File: src/rtl/alu_pkg.sv
// Shared types and opcode constants for the ALU issue/capture slice.
// Consumed by alu_cmd_fifo and alu_issue_ctrl.
package alu_pkg;

  localparam int DATA_W = 8;
  localparam int SEL_W  = 3;

  localparam logic [SEL_W-1:0] ALU_ADD = 3'b000;
  localparam logic [SEL_W-1:0] ALU_SUB = 3'b001;
  localparam logic [SEL_W-1:0] ALU_AND = 3'b010;
  localparam logic [SEL_W-1:0] ALU_OR  = 3'b011;
  localparam logic [SEL_W-1:0] ALU_NOT = 3'b100;

  typedef struct packed {
    logic [DATA_W-1:0] a;
    logic [DATA_W-1:0] b;
    logic [SEL_W-1:0]  sel;
  } cmd_t;

  function automatic logic is_illegal(
    input logic [SEL_W-1:0] sel
  );
    return sel > ALU_NOT;
  endfunction

endpackage

File: src/rtl/alu_cmd_fifo.sv
// Power-of-two command FIFO; pointers wrap naturally.
// Full FIFO never bypasses, even on a same-cycle pop.
module alu_cmd_fifo
  import alu_pkg::*;
#(
  parameter int DEPTH = 4
) (
  input  logic                   CLK,
  input  logic                   RST_N,
  input  logic                   push_i,
  input  cmd_t                   din_i,
  input  logic                   pop_i,
  output cmd_t                   head_o,
  output logic [$clog2(DEPTH):0] count_o,
  output logic                   full_o,
  output logic                   empty_o
);

  localparam int PW = $clog2(DEPTH);
  localparam logic [PW:0] FULL_CNT = (PW+1)'(DEPTH);

  cmd_t          mem_q [DEPTH];
  logic [PW-1:0] wr_q;
  logic [PW-1:0] rd_q;
  logic [PW:0]   cnt_q;
  logic          push;
  logic          pop;

  assign full_o  = (cnt_q == FULL_CNT);
  assign empty_o = (cnt_q == '0);
  assign count_o = cnt_q;
  assign head_o  = mem_q[rd_q];
  assign push    = push_i && !full_o;
  assign pop     = pop_i && !empty_o;

  always_ff @(posedge CLK or negedge RST_N) begin
    if (!RST_N) begin
      wr_q  <= '0;
      rd_q  <= '0;
      cnt_q <= '0;
      for (int i = 0; i < DEPTH; i++) mem_q[i] <= '0;
    end else begin
      if (push) begin
        mem_q[wr_q] <= din_i;
        wr_q        <= wr_q + 1'b1;
      end
      if (pop) rd_q <= rd_q + 1'b1;
      unique case ({push, pop})
        2'b10:   cnt_q <= cnt_q + 1'b1;
        2'b01:   cnt_q <= cnt_q - 1'b1;
        default: cnt_q <= cnt_q;
      endcase
    end
  end

endmodule

File: src/rtl/alu_issue_ctrl.sv
// Issue stage around the external ALU: command FIFO, output register FSM.
// ALU_ISSUE_STATS_EN adds the saturating OP_COUNT handshake counter.
module alu_issue_ctrl
  import alu_pkg::*;
#(
  parameter int DEPTH = 4
) (
  input  logic              CLK,
  input  logic              RST_N,
  input  logic              IN_VALID,
  output logic              IN_READY,
  input  logic [DATA_W-1:0] IN_A,
  input  logic [DATA_W-1:0] IN_B,
  input  logic [SEL_W-1:0]  IN_SEL,
  output logic [DATA_W-1:0] ALU_A,
  output logic [DATA_W-1:0] ALU_B,
  output logic [SEL_W-1:0]  ALU_SEL,
  input  logic [DATA_W-1:0] ALU_RESULT,
  output logic              OUT_VALID,
  input  logic              OUT_READY,
  output logic [DATA_W-1:0] OUT_RESULT,
  output logic [SEL_W-1:0]  OUT_SEL,
  output logic              OUT_ZERO,
  output logic              OUT_ILLEGAL
`ifdef ALU_ISSUE_STATS_EN
  ,
  output logic [15:0]       OP_COUNT
`endif
);

  localparam logic [0:0] S_EMPTY = 1'b0;
  localparam logic [0:0] S_FULL  = 1'b1;

  cmd_t                  head;
  cmd_t                  din;
  logic [$clog2(DEPTH):0] count;
  logic                  full;
  logic                  empty;
  logic                  capture;
  logic [0:0]            state_q, state_d;
  logic [DATA_W-1:0]     res_q;
  logic [SEL_W-1:0]      sel_q;
  logic                  zero_q;
  logic                  ill_q;

  assign din      = '{a: IN_A, b: IN_B, sel: IN_SEL};
  assign IN_READY = !full;
  assign capture  = (count != '0) && (state_q == S_EMPTY || OUT_READY);

  alu_cmd_fifo #(.DEPTH(DEPTH)) u_fifo (
    .CLK     (CLK),
    .RST_N   (RST_N),
    .push_i  (IN_VALID && IN_READY),
    .din_i   (din),
    .pop_i   (capture),
    .head_o  (head),
    .count_o (count),
    .full_o  (full),
    .empty_o (empty)
  );

  assign ALU_A   = empty ? '0 : head.a;
  assign ALU_B   = empty ? '0 : head.b;
  assign ALU_SEL = empty ? '0 : head.sel;

  always_comb begin
    state_d = state_q;
    unique case (1'b1)
      capture:                                 state_d = S_FULL;
      (state_q == S_FULL && OUT_READY && empty): state_d = S_EMPTY;
      default:                                 state_d = state_q;
    endcase
  end

  always_ff @(posedge CLK or negedge RST_N) begin
    if (!RST_N) begin
      state_q <= S_EMPTY;
      res_q   <= '0;
      sel_q   <= '0;
      zero_q  <= 1'b0;
      ill_q   <= 1'b0;
    end else begin
      state_q <= state_d;
      if (capture) begin
        res_q  <= ALU_RESULT;
        sel_q  <= ALU_SEL;
        zero_q <= (ALU_RESULT == '0);
        ill_q  <= is_illegal(ALU_SEL);
      end
    end
  end

  assign OUT_VALID   = (state_q == S_FULL);
  assign OUT_RESULT  = res_q;
  assign OUT_SEL     = sel_q;
  assign OUT_ZERO    = zero_q;
  assign OUT_ILLEGAL = ill_q;

`ifdef ALU_ISSUE_STATS_EN
  logic [15:0] op_cnt_q;

  always_ff @(posedge CLK or negedge RST_N) begin
    if (!RST_N) begin
      op_cnt_q <= '0;
    end else if (OUT_VALID && OUT_READY && op_cnt_q != 16'hFFFF) begin
      op_cnt_q <= op_cnt_q + 16'd1;
    end
  end

  assign OP_COUNT = op_cnt_q;
`endif

endmodule

File: config.mk
export PLATFORM = sky130hd
export DESIGN_NAME = alu_issue_ctrl
export DESIGN_NICKNAME = d
export VERILOG_FILES = /design/src/rtl/alu_pkg.sv /design/src/rtl/alu_cmd_fifo.sv /design/src/rtl/alu_issue_ctrl.sv
export SDC_FILE = /design/constraint.sdc
export NUM_CORES = 1
export LEC_CHECK = 0
export ABC_CLOCK_PERIOD_IN_PS = 6300
export BUFFER_PORTS_ARGS = -buffer_cell sky130_fd_sc_hd__buf_2
export CORE_MARGIN = 1
export CORE_UTILIZATION = 55
export CTS_BUF_LIST = sky130_fd_sc_hd__clkbuf_4 sky130_fd_sc_hd__clkbuf_8 sky130_fd_sc_hd__clkbuf_16
export CTS_CLUSTER_SIZE = 16
export DETAILED_ROUTE_END_ITERATION = 10
export HOLD_SLACK_MARGIN = 0.02
export PLACE_DENSITY = 0.74
export SLEW_MARGIN = 25
export SYNTH_ARGS = -nofsm -noshare
export SYNTH_HDL_FRONTEND = slang
export SYNTH_SLANG_ARGS = --single-unit
File: constraint.sdc
create_clock -name CLK -period 6.3 [get_ports CLK]
set_clock_uncertainty 0.05 [all_clocks]
set_input_delay 0.63 -clock CLK [delete_from_list [all_inputs] [get_ports CLK]]
set_output_delay 0.63 -clock CLK [all_outputs]
set_load 0.01 [all_outputs]
### Yosys cells after proc, flatten, opt, wreduce, memory -nomap -nowiden

Index checks and enable logic that the tools add are counted.

| operators by class | value |
|---|---|
| $add $sub $neg | 4 |
| order comparisons | 4 |
| equality and inequality tests | 3 |
| multiplexer cells | 11 |
| bitwise gates (word level) | 3 |
| reduce and logical (&&, ||, !) cells | 15 |

Operator list:

| cell | number |
|---|---|
| bitwise mux 76 bit | 1 |
| two-way mux 19 bit | 3 |
| binary-select mux 19 bit (select 2 bit) | 1 |
| demux 19 bit (select 2 bit) | 1 |
| two-way mux 8 bit | 2 |
| logical NOT 8 bit | 1 |
| logical AND 1 bit | 7 |
| >= comparator 3 bit, second input constant | 2 |
| inverter 2 -> 3 bit | 2 |
| one-hot mux 3 bit (2 select lines) | 1 |
| adder 2 x 1 -> 2 bit, second input constant | 2 |
| nonzero test 2 bit | 2 |
| adder 3 x 1 -> 3 bit, second input constant | 1 |
| == test 3 bit, second input constant | 1 |
| > comparator 3 bit, second input constant | 1 |
| logical NOT 3 bit | 1 |
| < comparator 3 x 1 -> 1 bit, second input constant | 1 |
| two-way mux 3 bit | 1 |
| nonzero test 3 bit | 1 |
| subtractor 3 x 1 -> 3 bit, second input constant | 1 |
| == test 2 x 1 -> 1 bit, second input constant | 1 |
| == test 2 bit, second input constant | 1 |
| logical NOT 1 bit | 2 |
| one-hot mux 1 bit (2 select lines) | 1 |
| other kinds (2) | 2 |

| word-level totals | value |
|---|---|
| register bits after elaboration | 97 |
| logic and storage cells | 60 |

### Depth between registers and ports, before layout

Gate-level depths: netlist (run 1).

| logic depth | value |
|---|---|
| depth in word-level cells | 6 |
| gate-level depth with buffers | 10 |
| gate-level depth less buffers | 8 |

### By module

Synthesis (run 1) repeated with hierarchy kept, for this count alone.

| second synthesis, totals | value |
|---|---|
| cells, all modules | 281 |
| area, all modules | 4438.0 um^2 |

Modules (own cells, without submodules):

| module | times used | cells an instance | area each (um^2) | seq. area each (um^2) |
|---|---|---|---|---|
| alu_cmd_fifo | 1 | 219 | 3704.8 | 2077.0 |
| alu_issue_ctrl | 1 | 62 | 733.2 | 350.3 |

### Worst setup path after synthesis (run 1)

No wires, ideal clock.

| path | value |
|---|---|
| kind | input port to flip-flop |
| start point | input OUT_READY |
| end point | register u_fifo.cnt_q[2] (netlist: u_fifo.count_o[2]) |
| library setup time | 0.079 ns |
| data arrival time | 2.142 ns |
| required time | 6.171 ns |
| path slack | 4.029 ns |
| stages on the path | 10 |
| path buffers | 2 |
| cell sequence | nand2b_1 nor2b_1 buf_2 buf_6 ha_1 inv_1 fa_1 xor2_1 nor2_1 xor2_1 |

| between the ends | value |
|---|---|
| longest elaborated chain between the ends | 5 |

Ends and longest elaborated chain:

| what | line | RTL |
|---|---|---|
| start, declared | alu_issue_ctrl.sv:20 | `input logic OUT_READY,` |
| logical OR 1 bit (*) | alu_issue_ctrl.sv:48 | `assign capture = (count != '0) && (state_q == S_EMPTY \|\| OUT_READY);` |
| logical AND 1 bit (*) | alu_issue_ctrl.sv:48 |  |
| named net capture | alu_issue_ctrl.sv:39 | `logic capture;` |
| logical AND 1 bit (*) | alu_cmd_fifo.sv:34 | `assign pop = pop_i && !empty_o;` |
| == test 2 x 1 -> 1 bit / == test 2 bit (equally long branches) | alu_cmd_fifo.sv:48 | `unique case ({push, pop})` |
| one-hot mux 3 bit (2 select lines) / nonzero test 2 bit (equally long branches) | - |  |
| end signal, assigned | alu_cmd_fifo.sv:49 | `2'b10: cnt_q <= cnt_q + 1'b1;` |
| end signal, assigned | alu_cmd_fifo.sv:50 | `2'b01: cnt_q <= cnt_q - 1'b1;` |
| end signal, assigned | alu_cmd_fifo.sv:51 | `default: cnt_q <= cnt_q;` |
| end, declared | alu_cmd_fifo.sv:25 | `logic [PW:0] cnt_q;` |

Mark *: on every way through the listed nets, which the timed path passes. The rest lies on a longest branch.
A chain may end at the register's enable or synchronous reset.

### Worst setup path in the final report (run 1)

| path | value |
|---|---|
| start point | register u_fifo.rd_q[0] |
| end point | output ALU_SEL[1] |

| between the ends | value |
|---|---|
| longest elaborated chain between the ends | 5 |

Ends and longest elaborated chain:

| what | line | RTL |
|---|---|---|
| start, declared | alu_cmd_fifo.sv:24 | `logic [PW-1:0] rd_q;` |
| start signal, assigned | alu_cmd_fifo.sv:47 | `if (pop) rd_q <= rd_q + 1'b1;` |
| inverter 2 -> 3 bit (implied by the code) | alu_cmd_fifo.sv:32 | `assign head_o = mem_q[rd_q];` |
| binary-select mux 19 bit (select 2 bit) | alu_cmd_fifo.sv:32 |  |
| two-way mux 19 bit (implied by the code) (2 in series) | alu_cmd_fifo.sv:32 |  |
| two-way mux 3 bit | alu_issue_ctrl.sv:64 | `assign ALU_SEL = empty ? '0 : head.sel;` |
| end, declared | alu_issue_ctrl.sv:17 | `output logic [SEL_W-1:0] ALU_SEL,` |

No other way between the ends. The select of a mux whose other input is x is not followed.

==> impl_metrics.env, run 1 <==
export IMPL_grt_total_usage_pct=21.4
export IMPL_crit_type="reg -> out"
export IMPL_synth_fa_ha_area_share_pct=1.80
export IMPL_whs_ns=0.118
export IMPL_cts_setup_buffers=0
export IMPL_totalWireLength_um=8300
export IMPL_synth_cell_types=25
export IMPL_synth_xor_area_share_pct=1.15
export IMPL_ys_ff_latch=97
export IMPL_firstDrtPassIters=4
export IMPL_io_pins=65
export IMPL_clockBufferDepth=2
export IMPL_arrival_ns=2.40
export IMPL_cts_tree="done"
export IMPL_synth_compound_area_share_pct=0.109
export IMPL_synthCells=275
export IMPL_synth_top_family_by_area="multiplexers"
export IMPL_die_width_um=93.3
export IMPL_cp_start_kind="flip-flop"
export IMPL_synth_top_area_cell="dfrtp_1"
export IMPL_nNetsFinal=377
export IMPL_overflow=0
export IMPL_area_growth_pct=11.9
export IMPL_fp_dieArea_um2=8700
export IMPL_seq_area_frac_synth_pct=53.0
export IMPL_synth_simple_area_share_pct=5.46
export IMPL_cts_resized=0
export IMPL_tightest_slew_ns=0.987
export IMPL_synth_avg_cell_area_um2=16.7
export IMPL_finalMaxSlewViolations=0
export IMPL_cts_sinks=97
export IMPL_hold_violations=0
export IMPL_synth_ff_type="dfrtp_1"
export IMPL_core_um2=7890
export IMPL_antenna_found_initial=0
export IMPL_hold_class="in -> async"
export IMPL_die_y_um=93.3
export IMPL_min_period_ns=3.08
export IMPL_htreeDepth=3
export IMPL_cp_data_required_time_ns=5.62
export IMPL_hpwl_um=5350
export IMPL_synth_edf_count=0
export IMPL_cp_end_kind="primary output"
export IMPL_synthTopCellsByArea="dfrtp_1 (53%), mux2_4 (13%), mux2_2 (12%)"
export IMPL_hold_buffers=0
export IMPL_drc=0
export IMPL_grt_max_degree=72
export IMPL_rsz0062_at_grt="no"
export IMPL_yosys_area_top_type_share_pct=53.0
export IMPL_place_gp_congestion=0.699
export IMPL_post_route_util_pct=65.0
export IMPL_numCtsBuffers=9
export IMPL_fin_setup_tns_ns=0
export IMPL_rows=32
export IMPL_vias=2448
export IMPL_synthesis_nets=312
export IMPL_run_status="finished clean"
export IMPL_synthMuxAreaShare_pct=34.9
export IMPL_portBuffers=64
export IMPL_path_clk_slew_ns=0.09
export IMPL_fill_cells=582
export IMPL_grt_pass1_vias=2649
export IMPL_drt_iter0_markers=96
export IMPL_p_leak_uw=0.00242
export IMPL_grt_pass1_wl_um=14000
export IMPL_async_flop_share_pct=100
export IMPL_setup_violations_final=0
export IMPL_ir_drop_mv=0.304
export IMPL_synth_area_um2=4580
export IMPL_relSlewSlack_pct=34.2
export IMPL_register_area_um2=2430
export IMPL_antenna_left=0
export IMPL_drt_wirelength_per_cell_um=18.6
export IMPL_cap_violations=0
export IMPL_cts_root_buf="clkbuf_8"
export IMPL_min_period_over_period_pct=48.8
export IMPL_yosysWarnings=0
export IMPL_antenna_cells=0
export IMPL_vias_per_cell=5.48
export IMPL_powerDensity_nw_per_um2=561
export IMPL_multi_input_area_um2=1990
export IMPL_insertion_delay_ns=0.35
export IMPL_drive_above_1_share_pct=56.8
export IMPL_power_total_uw=2880
export IMPL_fmax_mhz=325
export IMPL_start_util_pct=58.1
export IMPL_cp_max_fo=11
[worst paths after layout]
| path | start | to | slack, ns | cells after the start |
|---|---|---|---|---|
| min in group CLK | u_fifo.mem_q[2] | u_fifo.mem_q[2] | 0.46 | 1 |
| worst min-delay path | RST_N | OUT_ZERO | 0.12 | 1 |
| worst max-delay path | u_fifo.rd_q[0] | ALU_SEL[1] | 3.22 | 4 |
| max in group asynchronous | RST_N | u_fifo.mem_q[51] | 4.86 | 2 |
| worst max register to register | u_fifo.count_o[0] | u_fifo.count_o[2] | 3.84 | 8 |
| worst min register to register | u_fifo.mem_q[2] | u_fifo.mem_q[2] | 0.46 | 1 |
[where the power goes]
| group | internal (µW) | total [µW] | switching [µW] |
|---|---|---|---|
| combinational | 811 | 1320 | 513 |
| sequential | 935 | 1150 | 212 |
| clock | 198 | 407 | 210 |
| total | 1940 | 2880 | 935 |
[area by class of cell]
class,count,area share (%)
sequential,97,47.3
multi-input combinational,157,38.9
timing repair buffer,68,6.88
clock buffer,11,2.83
tap,102,2.49
clock inverter,5,1.07
inverter,7,0.512
[sequential cells by signal (all words and copies together) (netlist names)]
| signal | count |
|---|---|
| u_fifo.mem_q | 76 |
| OUT_RESULT | 8 |
| OUT_SEL | 3 |
| u_fifo.count_o | 3 |
| u_fifo.rd_q | 2 |
| u_fifo.wr_q | 2 |
| OUT_ILLEGAL | 1 |
| OUT_VALID | 1 |
| OUT_ZERO | 1 |
[layout by cell type (no fill, tap or decap)]
cell,n
buf_2,63
buf_4,5
bufinv_16,1
clkbuf_4,1
clkbuf_8,10
clkinv_2,2
clkinvlp_4,2
dfrtp_1,97
fa_1,1
ha_1,5
inv_1,7
mux2_2,48
mux2_4,40
mux2i_1,3
mux4_2,19
nand2_1,3
nand2b_1,1
nand3_4,4
nand3b_1,1
nor2_1,1
nor2b_1,20
nor3_2,1
nor4_1,2
o21ai_0,1
or3b_1,1
xnor2_1,3
xor2_1,3
[worst max-delay path, cell delays in order, from the launching register on]
cell and delay, ns:
dfrtp_1 0.78, buf_4 0.38, mux4_2 0.58, nor2b_1 0.16, buf_2 0.15
[metrics by stage]
step	instance area [µm²]	setup WS, ns	std cells
after floorplan	4580	4.03	275
after global placement	4930	3.61	431
after detailed placement	4930	3.54	431
after CTS	5130	3.16	447
after global routing	5130	3.08	447
final	5130	3.22	447
[cells by family (layout without fill, tap and decap cells)]
kind of cell	after synthesis	after routing
compound gates	1	1
buf+inv	21	91
xor+xnor	6	6
flops	97	97
mux	110	110
simple gates	34	34
fa+ha+maj	6	6
[synthesized netlist by cell type, drive strengths merged, types with 2 or more instances]
cell type	count
nor2b	20
clkbuf	4
inv	7
nand2	3
nand3	4
mux4	19
dfrtp	97
mux2	88
nor4	2
ha	5
buf	10
mux2i	3
xor2	3
xnor2	3
[metal layers]
metal / GRT usage (%) / vias up / routed length (µm)
met1: 31.0 / 1278 / 4020
met4: 6.92 / 0 / 104
met2: 33.2 / 44 / 3920
met5: 0 / - / 0
li1: - / 1117 / -
met3: 3.66 / 9 / 245
Power figures use the tool's default switching activity.
==> run 2, diff against run 1 <==
--- a/config.mk
+++ b/config.mk
@@ -5,15 +5,15 @@
 export SDC_FILE = /design/constraint.sdc
 export NUM_CORES = 1
 export LEC_CHECK = 0
-export ABC_CLOCK_PERIOD_IN_PS = 6300
+export ABC_CLOCK_PERIOD_IN_PS = 2600
 export BUFFER_PORTS_ARGS = -buffer_cell sky130_fd_sc_hd__buf_2
 export CORE_MARGIN = 1
-export CORE_UTILIZATION = 55
+export CORE_UTILIZATION = 52
 export CTS_BUF_LIST = sky130_fd_sc_hd__clkbuf_4 sky130_fd_sc_hd__clkbuf_8 sky130_fd_sc_hd__clkbuf_16
 export CTS_CLUSTER_SIZE = 16
 export DETAILED_ROUTE_END_ITERATION = 10
 export HOLD_SLACK_MARGIN = 0.02
-export PLACE_DENSITY = 0.74
+export PLACE_DENSITY = 0.73
 export SLEW_MARGIN = 25
 export SYNTH_ARGS = -nofsm -noshare
 export SYNTH_HDL_FRONTEND = slang
==> constraint.sdc (replaced) <==
create_clock -name CLK -period 2.6 [get_ports CLK]
set_clock_uncertainty 0.05 [all_clocks]
set_input_delay 0.26 -clock CLK [delete_from_list [all_inputs] [get_ports CLK]]
set_output_delay 0.26 -clock CLK [all_outputs]
set_load 0.01 [all_outputs]
==> run 2 against run 1 <==
Effect of this change: die area increased by 5.6%; core utilization fell by 3.6 points; sequential cell count is the same; sequential share of layout area down 0.16 points; sequential power up 130%; largest power group unchanged; wire length is 0.29% lower; count of clock-buffer cells in the layout unchanged; design area up 0.34%; global-route usage fell by 2.0 points.
==> impl_metrics.env, run 2 (same netlist as run 1, synthesis figures left out) <==
export IMPL_worst_slack_ns=0.443
export IMPL_cp_max_fo=21
export IMPL_hold_violations=0
export IMPL_min_period_ns=2.16
export IMPL_multi_input_area_um2=1990
export IMPL_arrival_ns=1.85
export IMPL_drive_above_1_share_pct=56.6
export IMPL_cp_cell_sequence="buf_12, mux4_2, nor2b_1, buf_2"
export IMPL_totalWireLength_um=8270
export IMPL_grt_pass1_vias=2424
export IMPL_grt_pass1_wl_um=12800
export IMPL_vias=2423
export IMPL_max_stage_delay_ns=0.57
export IMPL_path_depth=4
export IMPL_clockBufferDepth=2
export IMPL_largest_register_ffs=76
export IMPL_htreeDepth=3
export IMPL_die_y_um=95.9
export IMPL_drt_iter0_markers=83
export IMPL_place_gp_congestion=0.695
export IMPL_antenna_left=0
export IMPL_vias_per_cell=5.37
export IMPL_nNetsFinal=380
export IMPL_fill_cells=654
export IMPL_fp_dieArea_um2=9190
export IMPL_drt_wirelength_per_cell_um=18.3
export IMPL_cts_tree="done"
export IMPL_die_width_um=95.9
export IMPL_p_leak_uw=0.00243
export IMPL_crit_family="multiplexers"
export IMPL_post_place_ws_ns=0.475
export IMPL_cp_start_kind="flip-flop"
export IMPL_reg2reg_depth=8
export IMPL_hold_class="in -> reg"
export IMPL_finalMaxSlewViolations=0
export IMPL_setup_violations_final=0
export IMPL_antenna_cells=0
export IMPL_fin_setup_tns_ns=0
export IMPL_cp_end_kind="primary output"
export IMPL_crit_slowest_cell="mux4_2"
export IMPL_regMostFlops="u_fifo.mem_q"
export IMPL_grt_max_degree=58
export IMPL_cap_violations=0
export IMPL_run_status="finished clean"
export IMPL_crit_type="reg -> out"
export IMPL_layout_commonest_cell="dfrtp_1"
export IMPL_rsz0062_at_grt="no"
export IMPL_min_period_over_period_pct=83.0
export IMPL_ir_drop_mv=0.602
export IMPL_min_path_cells=2
export IMPL_start_util_pct=54.7
export IMPL_power_total_uw=6890
export IMPL_register_area_um2=2430
export IMPL_antenna_found_initial=0
export IMPL_overflow=0
export IMPL_io_pins=65
export IMPL_grt_total_usage_pct=19.5
export IMPL_fmax_mhz=464
export IMPL_powerDensity_nw_per_um2=1340
export IMPL_cts_sinks=97
export IMPL_firstDrtPassIters=4
export IMPL_core_um2=8380
export IMPL_cp_data_required_time_ns=2.29
export IMPL_final_cell_mix="dfrtp_1 (97), buf_2 (63), mux2_2 (48), mux2_4 (40), nor2b_1 (20)"
export IMPL_cp_num_buf_inv=2
export IMPL_insertion_delay_ns=0.35
export IMPL_area_growth_pct=12.3
export IMPL_relSlewSlack_pct=51.6
export IMPL_hpwl_um=5190
export IMPL_cts_root_buf="clkbuf_8"
export IMPL_post_route_util_pct=61.4
export IMPL_drc=0
export IMPL_rows=33
export IMPL_tightest_slew_ns=0.726
export IMPL_numCtsBuffers=9
export IMPL_path_clk_slew_ns=0.09
export IMPL_portBuffers=64
-- run 2: changes by cell type in the layout (fill, tap and decap cells not counted), sizes merged --
cell,delta
clkinv,+1
clkinvlp,-2
dlygate4sd3,+1
bufinv,-1
buf,+2
-- run 2: path summary, 6_finish.rpt --
kind                                   start           endpoint  slack (ns)
setup / recovery              u_fifo.rd_q[0]         ALU_SEL[0]        0.44
hold / removal                 ALU_RESULT[6]      OUT_RESULT[6]        0.11
setup reg to reg           u_fifo.count_o[0]  u_fifo.count_o[2]        0.45
hold reg to reg                OUT_RESULT[4]      OUT_RESULT[4]        0.46
max in group asynchronous              RST_N   u_fifo.mem_q[38]        1.38
min in group asynchronous              RST_N      OUT_RESULT[0]        0.46
-- run 2: final cells by class --
| class | count | share of cell area (%) |
|---|---|---|
| tap | 105 | 2.55 |
| multi-input combinational | 157 | 38.8 |
| timing repair buffer | 71 | 7.83 |
| clock buffer | 11 | 2.82 |
| inverter | 7 | 0.511 |
| sequential | 97 | 47.2 |
| clock inverter | 3 | 0.365 |
-- run 2: power by group --
part	internal (µW)	leakage (µW)	switching, µW
clock	373	0.0000884	484
combinational	2000	0.00120	1350
sequential	2270	0.00115	408
-- run 2: timing repair --
item                                   in CTS  in global routing
hold buffers                                1                  0
endpoints found under the hold margin      56                  0
buffers inserted                            0                  0
resized for setup                           0                  0
-- run 2: per-layer routing --
layer | share of wire, % | global-route usage [%] | wire length [µm]
met5 | 0 | 0 | 0
met4 | 0.63 | 4.48 | 52
met3 | 3.8 | 4.74 | 318
met2 | 48 | 31.7 | 3990
met1 | 47 | 26.6 | 3910
-- run 2: worst reg2reg max path, delay by kind of cell, from the launching register on --
family / cells / cell delay, ns
xor gates and xnor gates: 2 / 0.32
adders and majority gates: 2 / 0.58
buffers and inverters: 1 / 0.06
DFF: 1 / 0.43
and+or+nand+nor: 3 / 0.65
-- run 2: metrics by stage --
step	hold slack (ns)	instances	instance area [µm²]
3_3_place_gp	0.312	436	4970
6_report	0.105	451	5150
5_1_grt	0.0813	451	5150
4_1_cts	0.0894	451	5150
3_5_place_dp	0.320	436	4970
2_1_floorplan	-0.0856	275	4580
==> run 3, diff against run 2 <==
--- a/config.mk
+++ b/config.mk
@@ -5,7 +5,8 @@
 export SDC_FILE = /design/constraint.sdc
 export NUM_CORES = 1
 export LEC_CHECK = 0
-export ABC_CLOCK_PERIOD_IN_PS = 2600
+export ABC_AREA = 1
+export ABC_CLOCK_PERIOD_IN_PS = 1900
 export BUFFER_PORTS_ARGS = -buffer_cell sky130_fd_sc_hd__buf_2
 export CORE_MARGIN = 1
 export CORE_UTILIZATION = 52
==> constraint.sdc (replaced) <==
create_clock -name CLK -period 1.9 [get_ports CLK]
set_clock_uncertainty 0.05 [all_clocks]
set_input_delay 0.19 -clock CLK [delete_from_list [all_inputs] [get_ports CLK]]
set_output_delay 0.19 -clock CLK [all_outputs]
set_load 0.01 [all_outputs]
==> run 3 against run 2 <==
Effect of this change: power is 41% higher; highest routed layer unchanged; sequential share of layout area is 2.5 points lower; sequential cell count stayed put; die area is 0.89% higher; sequential power is 29% higher; critical path depth is 1 higher; non-clock buffer count is 18 higher; count of clock-buffer cells in the layout is 1 lower; core utilization is 1.2 points higher; design area is 5.6% higher.
==> impl_metrics.env, run 3 <==
export IMPL_antenna_cells=0
export IMPL_cp_cell_sequence="buf_6, a21oi_1, o21ai_1, a21oi_1, buf_2"
export IMPL_antenna_left=0
export IMPL_synth_edf_count=0
export IMPL_rsz0062_at_grt="yes"
export IMPL_start_util_pct=53.3
export IMPL_drt_wirelength_per_cell_um=14.2
export IMPL_hpwl_um=6330
export IMPL_synthTopCellsByCount="nand2_1 (150), dfrtp_1 (97), o21ai_0 (73), inv_1 (54), a21oi_1 (52)"
export IMPL_cp_num_buf_inv=2
export IMPL_crit_family="flip-flops"
export IMPL_fin_setup_tns_ns=0
export IMPL_p_leak_uw=0.00273
export IMPL_ir_drop_mv=0.845
export IMPL_grt_pass1_vias=3575
export IMPL_synthCells=545
export IMPL_clockBufferDepth=2
export IMPL_io_pins=65
export IMPL_synth_most_common_cell="nand2_1"
export IMPL_post_place_ws_ns=0.0635
export IMPL_drt_iter0_markers=231
export IMPL_cp_start_kind="flip-flop"
export IMPL_worst_slack_ns=0.0628
export IMPL_htreeDepth=3
export IMPL_drc=0
export IMPL_synth_avg_cell_area_um2=8.49
export IMPL_fp_dieArea_um2=9270
export IMPL_grt_max_degree=51
export IMPL_cts_tree="done"
export IMPL_die_width_um=96.3
export IMPL_placed_cell_area_um2=5000
export IMPL_setup_violations_final=0
export IMPL_largest_register_ffs=76
export IMPL_totalWireLength_um=10300
export IMPL_core_um2=8680
export IMPL_min_period_over_period_pct=96.7
export IMPL_synthTopCellsByArea="dfrtp_1 (52%), nand2_1 (12%), o21ai_0 (7.9%)"
export IMPL_area_growth_pct=17.5
export IMPL_rows=34
export IMPL_final_cell_mix="nand2_1 (150), dfrtp_1 (96), o21ai_0 (70), buf_2 (63), inv_1 (52)"
export IMPL_relSlewSlack_pct=55.3
export IMPL_async_flop_share_pct=100
export IMPL_vias=3871
export IMPL_numCtsBuffers=9
export IMPL_grt_pass1_wl_um=17000
export IMPL_synth_cell_types=26
export IMPL_finalMaxSlewViolations=0
export IMPL_crit_type="reg -> out"
export IMPL_hold_violations=0
export IMPL_die_y_um=96.3
export IMPL_firstDrtPassIters=5
export IMPL_antenna_found_initial=0
export IMPL_powerDensity_nw_per_um2=1790
export IMPL_grt_total_usage_pct=24.3
export IMPL_cp_end_kind="primary output"
export IMPL_vias_per_cell=5.32
export IMPL_final_cell_area_um2=5440
export IMPL_yosys_area_top_type_share_pct=52.5
export IMPL_regMostFlops="u_fifo.mem_q"
export IMPL_min_period_ns=1.84
export IMPL_synth_area_um2=4620
export IMPL_synthesis_nets=582
export IMPL_tightest_slew_ns=0.671
export IMPL_post_route_util_pct=62.6
export IMPL_path_clk_slew_ns=0.09
export IMPL_cts_sinks=97
export IMPL_drive_above_1_share_pct=19.2
export IMPL_cts_root_buf="clkbuf_8"
export IMPL_cpMostUsedCell="a21oi_1"
export IMPL_r2r_slack_ns=0.15
export IMPL_arrival_ns=1.60
export IMPL_cap_violations=0
export IMPL_ys_ff_latch=97
export IMPL_portBuffers=64
export IMPL_crit_slowest_cell="dfrtp_2"
export IMPL_place_gp_congestion=0.736
export IMPL_nNetsFinal=651
export IMPL_insertion_delay_ns=0.36
export IMPL_yosysWarnings=0
export IMPL_run_status="finished clean"
export IMPL_overflow=0
export IMPL_hold_class="in -> reg"
export IMPL_synth_top_area_cell="dfrtp_1"
export IMPL_max_stage_delay_ns=0.48
export IMPL_seq_area_frac_synth_pct=52.5
export IMPL_cp_max_fo=17
export IMPL_fmax_mhz=544
export IMPL_power_total_uw=9740
export IMPL_cp_data_required_time_ns=1.66
export IMPL_synth_ff_type="dfrtp_1"
export IMPL_layout_commonest_cell="nand2_1"
-- run 3: cell types whose count changed in the layout (fill, tap and decap cells not counted), moves of 20 or more --
| cell | previous run | this run |
|---|---|---|
| inv_1 | 7 | 52 |
| mux2_4 | 40 | 0 |
| nor2b_1 | 20 | 0 |
| nand2_1 | 3 | 150 |
| o21ai_0 | 1 | 70 |
| mux2_2 | 48 | 0 |
| o21ai_1 | 0 | 48 |
| a21oi_1 | 0 | 50 |
-- run 3: worst register-to-register path: cells and delay by family (launching register included) --
kind / cells / cell delay, ns
adders and majority gates: 2 / 0.47
DFF: 1 / 0.41
and+or+nand+nor: 2 / 0.20
AOI/OAI and AO/OA: 2 / 0.20
buffers and inverters: 2 / 0.17
xor gates and xnor gates: 1 / 0.15
-- run 3: worst paths after layout --
path / from / end / cells after the start
setup / recovery: u_fifo.rd_q[0] / ALU_B[3] / 5
hold reg to reg: u_fifo.mem_q[61] / u_fifo.mem_q[61] / 2
max in group asynchronous: RST_N / u_fifo.mem_q[30] / 3
setup reg to reg: u_fifo.count_o[1] / u_fifo.count_o[2] / 9
hold / removal: IN_B[7] / u_fifo.mem_q[10] / 3
min in group asynchronous: RST_N / u_fifo.mem_q[51] / 2
-- run 3: what timing repair did --
action                                  CTS  global route
endpoints found under the hold margin    63             0
resized for setup                         3            17
setup buffers                             0             3
endpoints found under the setup margin   19            23
hold buffers                             10             0
pin swaps                                 0             5
-- run 3: through the flow --
stage / hold slack (ns) / std cells
after global routing: 0.0263 / 727
after detailed placement: 0.224 / 698
after CTS: 0.0203 / 724
after floorplan: -0.156 / 545
after global placement: 0.215 / 698
final: 0.0312 / 727
-- run 3: report_power, final --
group          leakage, µW  total [µW]  switching (µW)  internal [µW]
combinational      0.00140        4660            2900           1750
sequential         0.00120        3450             414           3030
clock             0.000127        1640             726            915
-- run 3: final cells by class --
class	count	area, µm²
clock inverter	6	113
multi-input combinational	356	1780
fill	745	3240
timing repair buffer	89	597
tap	108	135
clock buffer	10	138
inverter	61	244
sequential	97	2430
-- run 3: kinds of logic after synthesis --
group	after synthesis	synth area share, %
XOR/XNOR	4	0.758
AO/OA/AOI/OAI	172	18.8
buffers and inverters	92	9.60
AND/OR/NAND/NOR	174	16.6
flip-flops	97	52.5
adder cells (fa/ha/maj)	6	1.79
-- run 3: per-layer routing --
layer	wire (µm)	GRT usage [%]
met5	0	0
met4	200	10.0
met3	532	3.08
met2	4970	40.2
met1	4630	32.2
